`config.mk`:
```
export PLATFORM = sky130hd
export DESIGN_NAME = matmul_sequencer
export DESIGN_NICKNAME = d
export VERILOG_FILES = /design/src/rtl/matmul_sequencer.sv
export SDC_FILE = /design/constraint.sdc
export NUM_CORES = 1
export LEC_CHECK = 0
export BUFFER_PORTS_ARGS = -buffer_cell sky130_fd_sc_hd__buf_2
export CAP_MARGIN = 0
export CORE_MARGIN = 3
export CORE_UTILIZATION = 58
export DETAILED_ROUTE_END_ITERATION = 16
export PLACE_DENSITY = 0.79
export SYNTH_ARGS = -nofsm -noshare
export SYNTH_HDL_FRONTEND = slang
export SYNTH_SLANG_ARGS = --single-unit
```
`constraint.sdc`:
```
create_clock -name i_wb_clk -period 2.97 [get_ports i_wb_clk]
set_input_delay 0.1485 -clock i_wb_clk [delete_from_list [all_inputs] [get_ports i_wb_clk]]
set_output_delay 0.1485 -clock i_wb_clk [all_outputs]
set_load 0.1 [all_outputs]
```
`src/rtl/matmul_sequencer.sv`:
```
// Address/control sequencer for a single-MAC matrix multiplier.
// It walks the result matrix in row-major order. For each output element it
// issues K multiply-accumulate cycles and then one result-write cycle.
// Every address comes from an incrementing pointer, so no multipliers are needed.
module matmul_sequencer #(
    parameter int ROW_MAX   = 8,
    parameter int INNER_MAX = 8,
    parameter int COL_MAX   = 8
) (
    input  logic       i_wb_clk,
    input  logic       i_wb_rst_n,
    input  logic       i_start,
    input  logic       i_abort,
    input  logic [7:0] i_m,
    input  logic [7:0] i_k,
    input  logic [7:0] i_n,
    output logic [7:0] o_fm_adr,
    output logic [7:0] o_sm_adr,
    output logic [7:0] o_t_adr,
    output logic       o_mac_en,
    output logic       o_acc_load,
    output logic       o_t_we,
    output logic       o_busy,
    output logic       o_done,
    output logic       o_err
);

    typedef enum logic [1:0] {
        IDLE  = 2'd0,
        MAC   = 2'd1,
        WRITE = 2'd2,
        DONE  = 2'd3
    } state_t;

    state_t state, state_nx;

    // Start-edge detection. "armed" stays low after reset until i_start has
    // been seen low, so a level held high through reset release is not a start.
    logic start_q;
    logic armed;
    logic err_q;

    // Job dimensions, captured when a start is accepted.
    logic [7:0] m_q, k_q, n_q;

    // Loop counters for row i, column j and inner index k.
    logic [7:0] i_cnt, j_cnt, k_cnt;

    // Address pointers. row_base tracks i*K.
    // fm_ptr tracks i*K+k, sm_ptr tracks k*N+j and t_ptr tracks i*N+j.
    logic [7:0] row_base;
    logic [7:0] fm_ptr, sm_ptr, t_ptr;

    logic start_ok, dims_ok, last_k, last_j, last_i;

    // Accept a start only on a fresh rising edge while not running.
    assign start_ok = i_start && !start_q && armed && (state == IDLE || state == DONE);

    assign last_k = (k_cnt == k_q - 8'd1);
    assign last_j = (j_cnt == n_q - 8'd1);
    assign last_i = (i_cnt == m_q - 8'd1);

    // Dimension legality check on the live inputs at the moment of start.
    always_comb begin
        dims_ok = (i_m != 8'd0) && (i_k != 8'd0) && (i_n != 8'd0)
               && (int'(i_m) <= ROW_MAX)
               && (int'(i_k) <= INNER_MAX)
               && (int'(i_n) <= COL_MAX)
               && (int'(i_m) * int'(i_k) <= 256)
               && (int'(i_k) * int'(i_n) <= 256)
               && (int'(i_m) * int'(i_n) <= 256);
    end

    // State register.
    always_ff @(posedge i_wb_clk or negedge i_wb_rst_n) begin
        // NOTE: sequential state uses non-blocking assignments so every register
        // samples pre-edge values regardless of process ordering.
        if (!i_wb_rst_n) state <= IDLE;
        else             state <= state_nx;
    end

    // Next-state logic. Abort takes priority over completion.
    always_comb begin
        // NOTE: default first so no path leaves state_nx unassigned (no latch).
        state_nx = state;
        unique case (state)
            IDLE, DONE: begin
                if (start_ok) state_nx = dims_ok ? MAC : DONE;
            end
            MAC: begin
                if (i_abort)     state_nx = IDLE;
                else if (last_k) state_nx = WRITE;
            end
            WRITE: begin
                if (i_abort)               state_nx = IDLE;
                else if (last_j && last_i) state_nx = DONE;
                else                       state_nx = MAC;
            end
            default: state_nx = IDLE;
        endcase
    end

    // Output decode. Addresses read as zero whenever they are not in use.
    always_comb begin
        o_fm_adr   = 8'd0;
        o_sm_adr   = 8'd0;
        o_t_adr    = 8'd0;
        o_mac_en   = 1'b0;
        o_acc_load = 1'b0;
        o_t_we     = 1'b0;
        o_busy     = 1'b0;
        o_done     = 1'b0;
        o_err      = err_q;
        unique case (state)
            MAC: begin
                o_busy     = 1'b1;
                o_mac_en   = 1'b1;
                o_fm_adr   = fm_ptr;
                o_sm_adr   = sm_ptr;
                o_acc_load = (k_cnt == 8'd0);
            end
            WRITE: begin
                o_busy  = 1'b1;
                o_t_adr = t_ptr;
                o_t_we  = !i_abort;
            end
            DONE:    o_done = 1'b1;
            default: ;
        endcase
    end

    // Start-edge history and the error flag.
    always_ff @(posedge i_wb_clk or negedge i_wb_rst_n) begin
        if (!i_wb_rst_n) begin
            start_q <= 1'b0;
            armed   <= 1'b0;
            err_q   <= 1'b0;
        end else begin
            start_q <= i_start;
            armed   <= armed | ~i_start;
            if (start_ok) err_q <= !dims_ok;
        end
    end

    // Dimension latches, loop counters and address pointers.
    always_ff @(posedge i_wb_clk or negedge i_wb_rst_n) begin
        if (!i_wb_rst_n) begin
            m_q      <= 8'd0;
            k_q      <= 8'd0;
            n_q      <= 8'd0;
            i_cnt    <= 8'd0;
            j_cnt    <= 8'd0;
            k_cnt    <= 8'd0;
            row_base <= 8'd0;
            fm_ptr   <= 8'd0;
            sm_ptr   <= 8'd0;
            t_ptr    <= 8'd0;
        end else if (start_ok) begin
            if (dims_ok) begin
                m_q <= i_m;
                k_q <= i_k;
                n_q <= i_n;
            end
            i_cnt    <= 8'd0;
            j_cnt    <= 8'd0;
            k_cnt    <= 8'd0;
            row_base <= 8'd0;
            fm_ptr   <= 8'd0;
            sm_ptr   <= 8'd0;
            t_ptr    <= 8'd0;
        end else if (!i_abort) begin
            if (state == MAC && !last_k) begin
                k_cnt  <= k_cnt + 8'd1;
                fm_ptr <= fm_ptr + 8'd1;
                sm_ptr <= sm_ptr + n_q;
            end else if (state == WRITE) begin
                t_ptr <= t_ptr + 8'd1;
                k_cnt <= 8'd0;
                if (last_j) begin
                    j_cnt  <= 8'd0;
                    sm_ptr <= 8'd0;
                    if (!last_i) begin
                        i_cnt    <= i_cnt + 8'd1;
                        row_base <= row_base + k_q;
                        fm_ptr   <= row_base + k_q;
                    end
                end else begin
                    j_cnt  <= j_cnt + 8'd1;
                    fm_ptr <= row_base;
                    sm_ptr <= j_cnt + 8'd1;
                end
            end
        end
    end

endmodule

```
**Word-level counts from Yosys, hierarchy flattened**

Cells that the tools add are included.

- Bits in registers: 85
- Output and inout port bits: 30

- Bitwise logic cells: 2
- Mux-type cells: 48
- $mul: 3
- Add/sub/neg operators: 10
- Eq/ne operators: 12
- Magnitude comparators: 6
- Reductions and logical operators: 34

Operators with widths:

| operator | count |
|---|---|
| 8-bit two-way mux | 36 |
| 16-bit by 9-bit <= comparator with 1-bit output, second input constant | 3 |
| 8-bit by 8-bit multiplier with 16-bit output | 3 |
| 8-bit by 1-bit adder with 8-bit output, second input constant | 5 |
| 8-bit equality test | 3 |
| 8-bit by 4-bit <= comparator with 1-bit output, second input constant | 3 |
| 8-bit nonzero test | 3 |
| 8-bit by 1-bit subtractor with 8-bit output, second input constant | 3 |
| 8-bit adder | 2 |
| 1-bit logical AND | 13 |
| 2-bit two-way mux | 6 |
| 8-bit logical NOT | 1 |
| 2-bit != test, second input constant | 3 |
| 2-bit one-hot mux with 3 select lines | 1 |
| 2-bit AND reduction | 3 |
| 3-bit AND reduction | 2 |
| 1-bit two-way mux | 5 |
| 5-bit AND reduction | 1 |
| 2-bit equality test, second input constant | 2 |
| 1-bit logical NOT | 4 |
| 4-bit by 3-bit != test with 1-bit output, second input constant | 1 |
| 2-bit nonzero test | 2 |
| 2-bit OR reduction | 2 |
| 3-bit != test, second input constant | 1 |
| other kinds (7) | 7 |

**Depth between registers and ports, before layout**

Gate-level depths: netlist (run 1).

- Word-level depth: 12
- Depth in mapped cells: 22
- Gate-level depth less buffers: 18

**Least setup slack after synthesis (run 1)**

No wires, ideal clock.

- Path kind: in2reg
- Start: input i_n[3]
- End: register k_q[0]
- Buffers on the path: 4
- Setup time: 0.125 ns
- Required time: 2.845 ns
- Slack: -2.803 ns
- Arrival time: 5.648 ns
- Stages: 19
- Cells stage by stage: clkbuf_1 > clkbuf_1 > and2_1 > fa_1 > inv_1 > fa_1 > fa_1 > inv_1 > fa_1 > ha_1 > clkbuf_1 > o22a_1 > o2111ai_1 > or3_1 > or4_1 > or4_4 > nor4_4 > buf_6 > mux2_4

- Cells in the longest elaborated chain, start to end: 9
- Elaborated cells on any way between the ends: 14
- Classes of those cells: mul (2); order compare (3); reduce/logical (9)

Ends and longest elaborated chain:

| item | line | text |
|---|---|---|
| from (decl) | 16 | `input logic [7:0] i_n,` |
| branches (longest 7 deep; another with 8-bit by 8-bit multiplier with 16-bit output) | - |  |
| 1-bit logical AND (*) | 71 | `&& (int'(i_m) * int'(i_n) <= 256);` |
| 2-bit AND reduction (no line) (*) | - |  |
| to (signal assigned) | 161 | `k_q <= i_k;` |
| to (decl) | 44 | `logic [7:0] m_q, k_q, n_q;` |

Mark *: on every way between the ends.
A chain may end at the register's enable or synchronous reset.

**Worst setup path in the final report (run 1)**

- Start: input i_k[4]
- End: register m_q[2]

- Cells in the longest elaborated chain, start to end: 10
- Elaborated cells on any way between the ends: 15
- Classes of those cells: mul (2); order compare (3); reduce/logical (10)

Ends and longest elaborated chain:

| item | line | text |
|---|---|---|
| from (decl) | 15 | `input logic [7:0] i_k,` |
| branches (longest 7 deep; another with 8-bit by 8-bit multiplier with 16-bit output) | - |  |
| 1-bit logical AND (*) | 70 | `&& (int'(i_k) * int'(i_n) <= 256)` |
| 1-bit logical AND (*) | 71 |  |
| 2-bit AND reduction (no line) (*) | - |  |
| to (signal assigned) | 160 | `m_q <= i_m;` |
| to (decl) | 44 |  |

Marked as above.

==> impl_results.md, run 1 <==
* Mapped Area at around 12000 um2
* Slew margin rel. at 0.559
* RR Startpoint: k_q[5]$_DFFE_PN0P_
* P_leak at 8.01 nW
* GR Util met1 at 0.405
* Number of global-route vias before repair at 11826
* Share of post-route cells with drive strength above 1 at 0.255
* Max-cap viol count at 0
* Chip width at 151 um
* Critical path data arrival time at 5.33 ns
* Total CTS buffers at 9
* Hold path startpoint: i_abort
* FF+latch count, synth at 85
* PD cells at 643 nW/um2
* Max stage delay on crit path at 0.56 ns
* N_diodes at 0
* Port Buffer Count at 57
* Total number of vias at roughly 11000
* Depth of the worst hold-timing path at 4
* Unrepaired setup endpoints after global routing: true
* Setup WS pre-CTS at -2.82 ns
* Sink Count at 85
* Post-synth top area share at 0.180
* Initial Utilization at 0.597
* Number of flops mapped to enable cells by yosys at 0
* Pins Over Slew Limit at 0
* Seq/Total Area, Yosys at 0.174
* P_sw at roughly 0.0046 W
* Ranking of synthesized cells by area: fa_1 18%, dfrtp_1 17%, ha_1 14%
* Initial DRC count at 788
* Routed WL at roughly 36000 um
* Max VDD drop at 0.000366 V
* Comb pwr share at 0.748
* Core Box Area at about 20000 um2
* Die Y at approximately 150 um
* Finished Layout Cells at approximately 1900
* Clock-pin slew on the worst setup and hold paths at approximately 0.070 ns
* Via density at 5.92
* IO Pins at 58
* Longest Clk Path Bufs at 2
* Crit path max fanout at 8
* Startpoint Class: input pin
* Reg2reg path depth at 8
* Initial antenna violation count at 0
* Mapped Cells at around 1400
* Worst setup startpoint: i_k[4]
* Hpwl dp at 26500 um
* Most common cell in the netlist: inv_1
* Post-layout minimum cycle time at 5.11 ns
* Failing checks: negative setup slack
* GR Util met3 at 0.0586
* Tightest Pin Transition at ~0.66 ns
* Sequential fraction of design power at 0.134
* Routability Congestion at a little under 1
* Cell Rows at between 50 and 60
* Largest net degree at the start of global routing at 50
* Final hold violation count at 0
* Main synth FF type: dfrtp_1
* Layout area overhead at 27.2%
* TritonRoute pass-1 iters at 5
* Yosys top cell by area: fa_1
* Yosys warns at 0
* Clk pwr share at 0.119
* Internal power at about 0.0054 W
* CTS tree: done
* Root Buffer: clkbuf_16
* RR Endpoint: j_cnt[1]$_DFFE_PN0P_
* GRT met2 Usage at 0.550
* Final worst-path cycle share at 1.72
* Req. time, crit path at about 3.2 ns
* GR Util All Layers at 0.318
* Syn_area_per_cell at 8.62 um2
* Fmax at approximately 200 MHz
* First-pass GRT wire length at just under 60000 um
* Slowest cell on crit path: fa_1
* Clock skew at between 0.01 and 0.015 ns
* Synth cell types at 74
* Outcome: complete, but fails checks
* CP Class: input pin to flip-flop
* Worst reg-to-reg setup slack at 0.10 ns
* Die Footprint at around 23000 um2
* Fin util at 0.760
* Latest clock arrival within the worst-skew pair at 0.34 ns
* DRC viols at 0
* Detail Route Antenna Nets at 0
* Grt total ovfl at 0
* Fin nets at between 1500 and 2000
* Synth cell count leaders: 191 x inv_1, 152 x and2_1, 134 x ha_1
* Worst-path cell chain: buf_6, and2_1, fa_1, inv_1, fa_1, fa_1, inv_1, fa_1, ha_4, buf_4, and4_4, nand3_2, mux2i_1, or3_1, or4_4, or4_4, nor4_4, buf_6, buf_6, mux2_4
* Worst Hold Class: input pin to flip-flop
* Crit path setup slack, layout at -2.14 ns
* Most Used Layer, Global Route: met2
* Post-Place Cells at between 1500 and 2000
* Cell mode on critical path: fa_1
* Hold Path Sink: state[1]$_DFFE_PN0P_
* Post-synth ARST share at 1.00
* Wire per inst at around 19 um
* Setup Viol. Count Final at 26
* Post-Syn Nets at roughly 1700
* Crit end category: flip-flop
* H-tree levels at 3
* FILL cells at roughly 1300
* Sw Share at 0.458
layout by cell type (no fill, tap or decap), types with 17 or more instances in the layout:
cell type,instances
a21o_1,22
a21oi_1,53
and2_1,133
and2_4,19
buf_2,37
buf_4,197
buf_6,26
dfrtp_1,83
fa_1,102
ha_1,113
ha_4,19
inv_1,181
mux2i_1,17
nand2_1,115
nand3_1,33
nor2_1,66
nor3_1,27
o21ai_0,38
xnor2_1,44
xor2_1,36
critical path, delay by kind of cell:
kind | cells | cell delay [ns]
fa+ha+maj | 5 | 2.27
simple gates | 7 | 1.88
buf+inv | 6 | 0.66
mux | 2 | 0.37
how the worst max path moves through the flow:
stage                                     to  cells after the start
after global routing      n_q[2]$_DFFE_PN0P_                     19
final                     m_q[2]$_DFFE_PN0P_                     20
after detailed placement  m_q[0]$_DFFE_PN0P_                     18
after CTS                 n_q[1]$_DFFE_PN0P_                     20
after floorplan           k_q[0]$_DFFE_PN0P_                     19
after global placement    m_q[1]$_DFFE_PN0P_                     21
layout make-up:
class / count / area [um2] / share of cell area
tap: 270 / 338 / 0.0217
sequential: 85 / 2130 / 0.137
timing repair buffer: 280 / 2350 / 0.151
clock inverter: 4 / 56.3 / 0.00362
clock buffer: 12 / 256 / 0.0165
inverter: 191 / 717 / 0.0460
multi-input combinational: 1089 / 9720 / 0.624
kinds of logic (layout without fill, tap and decap cells):
| kind of cell | count (synthesis) | count (layout) | synth area share |
|---|---|---|---|
| AND/OR/NAND/NOR | 514 | 514 | 0.223 |
| buffers and inverters | 246 | 487 | 0.0763 |
| adder cells (fa/ha/maj) | 244 | 244 | 0.317 |
| AO/OA/AOI/OAI | 211 | 211 | 0.116 |
| flip-flops | 85 | 85 | 0.174 |
| XOR/XNOR | 80 | 80 | 0.0572 |
| multiplexers | 40 | 40 | 0.0372 |
sequential cells by signal, summed over array words and instances, names as in the netlist:
register,count
n_q,8
state,2
o_err,1
i_cnt,8
m_q,8
row_base,8
sm_ptr,8
k_q,8
j_cnt,8
fm_ptr,8
k_cnt,8
t_ptr,8
start_q,1
armed,1
timing repair:
| item | in CTS | in global routing |
|---|---|---|
| endpoints found under the hold margin | 48 | 0 |
| endpoints found under the setup margin | 36 | 71 |
| pin swaps | 69 | 3 |
| gates cloned | 3 | 1 |
| hold buffers | 2 | 0 |
| buffers inserted | 19 | 2 |
| gates resized for setup | 151 | 35 |
layer usage:
metal | routed length [um] | part of all wire | vias to the layer above
met5 | 0 | 0 | -
met4 | 1070 | 0.030 | 0
met3 | 2810 | 0.078 | 114
met2 | 17900 | 0.50 | 520
met1 | 14100 | 0.39 | 5579
li1 | - | - | 5218
stage by stage:
step           hold WS (ns)  power (W)  cell area (um2)  TNS (ns)
2_1_floorplan        -0.147    0.00544            12400    -63.13
3_3_place_gp          0.215    0.00755            14200    -67.58
3_5_place_dp          0.221    0.00774            14200    -69.88
4_1_cts               0.198    0.00970            15400    -50.01
5_1_grt               0.220     0.0107            15600    -57.57
6_report              0.211     0.0100            15600    -53.20
power by group through the flow:
stage | sequential (W) | clock (W) | combinational (W)
after global placement | 0.00135 | 0 | 0.00620
after detailed placement | 0.00136 | 0 | 0.00638
after global routing | 0.00135 | 0.00126 | 0.00813
after floorplan | 0.00134 | 0 | 0.00410
final | 0.00134 | 0.00119 | 0.00749
after CTS | 0.00133 | 0.00119 | 0.00717
Note: power is estimated with default switching activity, not from simulation.
==> run 2: changes to the inputs <==
--- a/config.mk
+++ b/config.mk
@@ -8,9 +8,11 @@
 export BUFFER_PORTS_ARGS = -buffer_cell sky130_fd_sc_hd__buf_2
 export CAP_MARGIN = 0
 export CORE_MARGIN = 3
-export CORE_UTILIZATION = 58
+export CORE_UTILIZATION = 59
+export CTS_BUF_LIST = sky130_fd_sc_hd__clkbuf_8
 export DETAILED_ROUTE_END_ITERATION = 16
-export PLACE_DENSITY = 0.79
+export PLACE_DENSITY = 0.8
+export SETUP_SLACK_MARGIN = 0.05
 export SYNTH_ARGS = -nofsm -noshare
 export SYNTH_HDL_FRONTEND = slang
 export SYNTH_SLANG_ARGS = --single-unit
==> impl_results.md, run 2 (synthesis results as in run 1) <==
* First-pass GRT wire length at 57100 um (-1.9%)
* Routed WL at 34300 um (-4.1%)
* Fin nets at 1930 (+0.10%)
* CP Class: input pin to flip-flop
* Fmax at 196 MHz (-0.12%)
* Area after DPL at 14200 um2 (about the same)
* Sink Count at 85 (unchanged)
* Slew margin rel. at 0.649 (+0.0900)
* Failing checks: negative setup slack
* Initial DRC count at 671 (-15%)
* Most common cell after layout, fill and taps aside: buf_4
* WP buf/inv at 6 (unchanged)
* Core Box Area at 20300 um2 (-0.95%)
* Final hold violation count at 0 (unchanged)
* TritonRoute pass-1 iters at 5 (unchanged)
* Wire per inst at 17.8 um (-4.2%)
* Layout area overhead at 25.8%
* N_diodes at 0 (unchanged)
* Req. time, crit path at 3.22 ns (+0.03 ns)
* Sequential Area at 2130 um2 (about the same)
* H-tree levels at 3 (unchanged)
* Worst Hold Class: input pin to flip-flop
* Unrepaired setup endpoints after global routing: true
* Total CTS buffers at 9 (unchanged)
* Depth of the worst hold-timing path at 4 (unchanged)
* Die Y at 150 um (-0.82%)
* Max-cap viol count at 0 (unchanged)
* Combined area of the multi-input logic cells at 9700 um2 (-0.22%)
* Detail Route Antenna Nets at 0 (unchanged)
* Startpoint Class: input pin
* Most frequent cells in the layout: 197 x buf_4, 179 x inv_1, 131 x and2_1
* Root Buffer: clkbuf_8
* Initial Utilization at 0.603 (+0.00574)
* Pins Over Slew Limit at 0 (unchanged)
* Largest net degree at the start of global routing at 32 (-36%)
* DRC viols at 0 (unchanged)
* Tightest Pin Transition at 0.521 ns (-0.140 ns)
* Fin area at 15400 um2 (-1.1%)
* Final setup TNS at -53.64 ns (-0.440 ns)
* Final worst-path cycle share at 1.72 (+0.00203)
* PD cells at 640 nW/um2 (-0.58%)
* Crit end category: flip-flop
* Crit path max fanout at 9 (+1)
* Crit path setup slack, layout at -2.14 ns (-0.00603 ns)
* Initial antenna violation count at 0 (unchanged)
* Worst-path cell chain: buf_6, and2_4, fa_1, inv_1, fa_1, fa_1, inv_1, fa_1, ha_4, buf_4, a21oi_1, o21ai_0, a21oi_1, mux2i_1, or4_4, or4_4, nor4_4, buf_4, buf_12, mux2_4
* Total number of vias at 11176 (-2.2%)
* FILL cells at 1327 (+1.4%)
* Share of post-route cells with drive strength above 1 at 0.258 (+0.00270)
* GR Util All Layers at 0.315 (-0.00264)
* Routability Congestion at 0.919 (-7.5%)
* Die Footprint at 22500 um2 (-1.6%)
* Via density at 5.78 (-2.3%)
* Max stage delay on crit path at 0.54 ns (-0.02 ns)
* P_leak at 7.90 nW (-1.3%)
* Cell Rows at 52 (unchanged)
* Reg2reg path depth at 11 (+3)
* CP delay by family, top: adder cells
* WP depth at 20 (unchanged)
* Latest clock arrival within the worst-skew pair at 0.38 ns (+0.04 ns)
* Setup Viol. Count Final at 26 (unchanged)
* Clock-pin slew on the worst setup and hold paths at 0.09 ns (+0.02 ns)
* Post-layout minimum cycle time at 5.11 ns (+0.00603 ns)
* Clock skew at 0.0216 ns (+0.0108 ns)
* CTS tree: done
* Max VDD drop at 0.000365 V (-0.34%)
* Outcome: complete, but fails checks
* Grt total ovfl at 0 (unchanged)
* Port Buffer Count at 57 (unchanged)
* Critical path data arrival time at 5.36 ns (+0.03 ns)
* IO Pins at 58 (unchanged)
* Chip width at 150 um (-0.82%)
* Longest Clk Path Bufs at 2 (unchanged)
* Cell mode on critical path: fa_1
* Hpwl dp at 25900 um (-1.9%)
* Number of global-route vias before repair at 11736 (-0.76%)
* Slowest cell on crit path: or4_4
## run 2: final timing paths
check | from | to | slack, ns
min | i_abort | state[1]$_DFFE_PN0P_ | 0.22
min reg2reg | armed$_DFF_PN0_ | armed$_DFF_PN0_ | 0.48
max | i_k[4] | k_q[0]$_DFFE_PN0P_ | -2.14
max reg2reg | k_q[1]$_DFFE_PN0P_ | k_cnt[4]$_DFFE_PN0P_ | 0.10
min in group asynchronous | i_wb_rst_n | armed$_DFF_PN0_ | 0.24
max in group asynchronous | i_wb_rst_n | k_q[0]$_DFFE_PN0P_ | 1.97
## run 2: power breakdown
group	switching (W)	total [W]	internal, W
Combinational	0.00399	0.00754	0.00355
Sequential	0.000108	0.00134	0.00123
Clock	0.000463	0.000965	0.000503
## run 2: area by class of cell
cell class              instances  share of cell area
clock buffers                  10             0.00894
multi-input cells            1089               0.630
clock inverters                 6             0.00610
flip-flops and latches         85               0.138
well taps                     270              0.0219
inverters                     191              0.0466
repair buffers                282               0.148
## run 2: repair_timing
action,CTS,global route
hold endpoints to repair,31,0
setup buffers,23,3
pin swaps,81,8
hold buffers,2,0
setup endpoints to repair,40,56
cloned,1,0
resized for setup,160,16
## run 2: worst reg2reg max path: stages (launching register included)
cell and delay, ns:
dfrtp_1 0.51, inv_1 0.09, ha_1 0.26, xor2_1 0.18
nor2_1 0.08, a211oi_2 0.30, o41ai_4 0.15, buf_4 0.18
a21o_1 0.19, and2_1 0.24, or4_1 0.55, nand3_1 0.10
## run 2: layer usage
layer  part of all wire  track usage  vias to the layer above  routed length (um)
met5                  0            0                        -                   0
met1               0.40        0.393                     5449               13800
met2               0.49        0.544                      397               16800
met3              0.057       0.0363                      109                1960
met4              0.051        0.153                        0                1770
li1                   -            -                     5221                   -
## run 2: through the flow
step	hold slack (ns)	instances	total power, W	setup WS, ns	util
finish	0.219	1933	0.00985	-2.14	0.758
global placement	0.0987	1888	0.00760	-2.78	0.701
detailed placement	0.104	1888	0.00776	-2.87	0.701
floorplan	-0.147	1420	0.00544	-2.59	-
global route	0.222	1933	0.0106	-2.31	0.758
CTS	0.199	1930	0.00958	-2.09	0.755
==> run 3: changes to the inputs <==
--- a/config.mk
+++ b/config.mk
@@ -7,7 +7,7 @@
 export LEC_CHECK = 0
 export BUFFER_PORTS_ARGS = -buffer_cell sky130_fd_sc_hd__buf_2
 export CAP_MARGIN = 0
-export CORE_MARGIN = 3
+export CORE_MARGIN = 2
 export CORE_UTILIZATION = 59
 export CTS_BUF_LIST = sky130_fd_sc_hd__clkbuf_8
 export DETAILED_ROUTE_END_ITERATION = 16
==> impl_results.md, run 3 (synthesis results as in run 1) <==
* Port Buffer Count at 57 (unchanged)
* Critical path data arrival time at 5.33 ns (-0.03 ns)
* Wire per inst at 18.4 um (+3.6%)
* Die Y at 148 um (-1.3%)
* Largest net degree at the start of global routing at 86 (+170%)
* Die Footprint at 21900 um2 (-2.6%)
* Core Box Area at 20300 um2 (unchanged)
* Sequential fraction of design power at 0.140 (+0.004)
* Hpwl dp at 26100 um (+0.76%)
* Routed WL at 35700 um (+3.8%)
* Longest Clk Path Bufs at 2 (unchanged)
* Post-layout minimum cycle time at 5.07 ns (-0.0397 ns)
* CTS tree: done
* Clock-pin slew on the worst setup and hold paths at 0.09 ns (about the same)
* Clk pwr share at 0.088 (-0.010)
* Startpoint Class: input pin
* Comb pwr share at 0.772 (+0.006)
* Final setup TNS at -53.02 ns (+0.624 ns)
* Final hold violation count at 0 (unchanged)
* Max VDD drop at 0.000376 V (+3.2%)
* CP Class: input pin to flip-flop
* Via density at 5.93 (+2.5%)
* Sink Count at 85 (unchanged)
* Routability Congestion at 0.951 (+3.5%)
* Share of post-route cells with drive strength above 1 at 0.248 (-0.00977)
* Crit end category: flip-flop
* Worst setup startpoint: i_k[6]
* Fmax at 197 MHz (+0.78%)
* Initial Utilization at 0.603 (unchanged)
* Internal power at 0.00507 W (-4.1%)
* Root Buffer: clkbuf_8
* Most frequent cells in the layout: 203 x buf_4, 184 x inv_1, 138 x and2_1
* TritonRoute pass-1 iters at 6 (+1)
* Cell Rows at 52 (unchanged)
* Fin nets at 1935 (+0.26%)
* Initial DRC count at 884 (+32%)
* Slew margin rel. at 0.280 (-0.370)
* Clock skew at 0.0115 ns (-0.0101 ns)
* Failing checks: negative setup slack
* RR Startpoint: k_q[5]$_DFFE_PN0P_
* Final worst-path cycle share at 1.71 (-0.0134)
* P_leak at 7.93 nW (+0.43%)
* Layout area overhead at 26.2%
* Chip width at 148 um (-1.3%)
* Tightest Pin Transition at 1.08 ns (+0.559 ns)
* Number of global-route vias before repair at 11976 (+2.0%)
* Pins Over Slew Limit at 0 (unchanged)
* Worst reg-to-reg setup slack at 0.16 ns (+0.06 ns)
* Total number of vias at 11485 (+2.8%)
* Most common cell after layout, fill and taps aside: buf_4
* Hold path startpoint: i_abort
* IO Pins at 58 (unchanged)
* N_diodes at 0 (unchanged)
* PD cells at 623 nW/um2 (-2.7%)
* Total power at 0.00962 W (-2.3%)
* P_sw at 0.00455 W (-0.24%)
* Crit path max fanout at 7 (-2)
* Max-cap viol count at 0 (unchanged)
* Sw Share at 0.473 (+0.00985)
* Detail Route Antenna Nets at 0 (unchanged)
* H-tree levels at 3 (unchanged)
* GR Util All Layers at 0.327 (+0.0113)
* First-pass GRT wire length at 57900 um (+1.4%)
* Req. time, crit path at 3.23 ns (about the same)
* DRC viols at 0 (unchanged)
* Setup Viol. Count Final at 26 (unchanged)
* Grt total ovfl at 0 (unchanged)
* Total CTS buffers at 9 (unchanged)
* Latest clock arrival within the worst-skew pair at 0.38 ns (about the same)
* Setup WS pre-CTS at -2.80 ns (+0.0707 ns)
* Worst Hold Class: input pin to flip-flop
* Unrepaired setup endpoints after global routing: true
* Outcome: complete, but fails checks
* Initial antenna violation count at 0 (unchanged)
* Crit path setup slack, layout at -2.10 ns (+0.0397 ns)
run 3: cell types whose count changed in the layout (fill, tap and decap cells not counted), sizes merged:
cell / change
buf: +3
bufbuf: +2
bufinv: -1
clkbuf: -1
clkinvlp: +2
run 3: area by class of cell:
class                           count  area [um2]
Multi-Input combinational cell   1089        9650
Fill cell                        1307        4850
Timing Repair Buffer              287        2420
Sequential cell                    85        2130
Inverter                          191         717
Tap cell                          270         338
Clock buffer                        9         124
Clock inverter                      7        75.1
run 3: what timing repair did:
action / CTS / global route
pin swaps: 62 / 6
cloned: 4 / 1
endpoints found under the setup margin: 39 / 74
resized for setup: 135 / 25
buffers inserted: 17 / 4
endpoints found under the hold margin: 3 / 0
hold buffers: 2 / 0
run 3: power groups by stage:
stage                     clock network [W]  logic, W  registers (W)
final                              0.000846   0.00742        0.00135
after global routing               0.000895   0.00802        0.00137
after CTS                          0.000853   0.00705        0.00135
after detailed placement                  0   0.00646        0.00137
after global placement                    0   0.00628        0.00136
after floorplan                           0   0.00410        0.00134
run 3: final timing paths:
kind | endpoint | depth (start not counted)
min | state[1]$_DFFE_PN0P_ | 4
max reg2reg | k_cnt[4]$_DFFE_PN0P_ | 9
max in group asynchronous | k_q[0]$_DFFE_PN0P_ | 2
min reg2reg | armed$_DFF_PN0_ | 1
max | k_q[1]$_DFFE_PN0P_ | 19
min in group asynchronous | k_cnt[5]$_DFFE_PN0P_ | 2
run 3: critical path, stage by stage:
cell,delay (ns)
buf_12,0.11
and2_4,0.15
fa_1,0.55
inv_2,0.04
fa_1,0.46
fa_1,0.54
inv_2,0.04
fa_2,0.47
ha_4,0.31
nor2b_1,0.07
a2111oi_2,0.37
nor4bb_2,0.29
nand4_1,0.12
or4_1,0.42
or4_4,0.45
nor4_4,0.18
buf_6,0.18
buf_12,0.13
mux2_4,0.30
run 3: per-stage QoR:
stage | hold WS, ns | std cells | utilization | instance area (um2)
after floorplan | -0.147 | 1420 | - | 12400
after global placement | 0.285 | 1896 | 0.705 | 14300
final | 0.234 | 1938 | 0.761 | 15500
after detailed placement | 0.288 | 1896 | 0.705 | 14300
after CTS | 0.205 | 1934 | 0.754 | 15300
after global routing | 0.236 | 1938 | 0.761 | 15500
run 3: layer usage:
metal	wire (um)	up-vias	GRT usage
met1	13800	5561	0.401
met5	0	-	0
met3	2130	149	0.0272
met2	17600	547	0.575
li1	-	5228	-
met4	2130	0	0.170
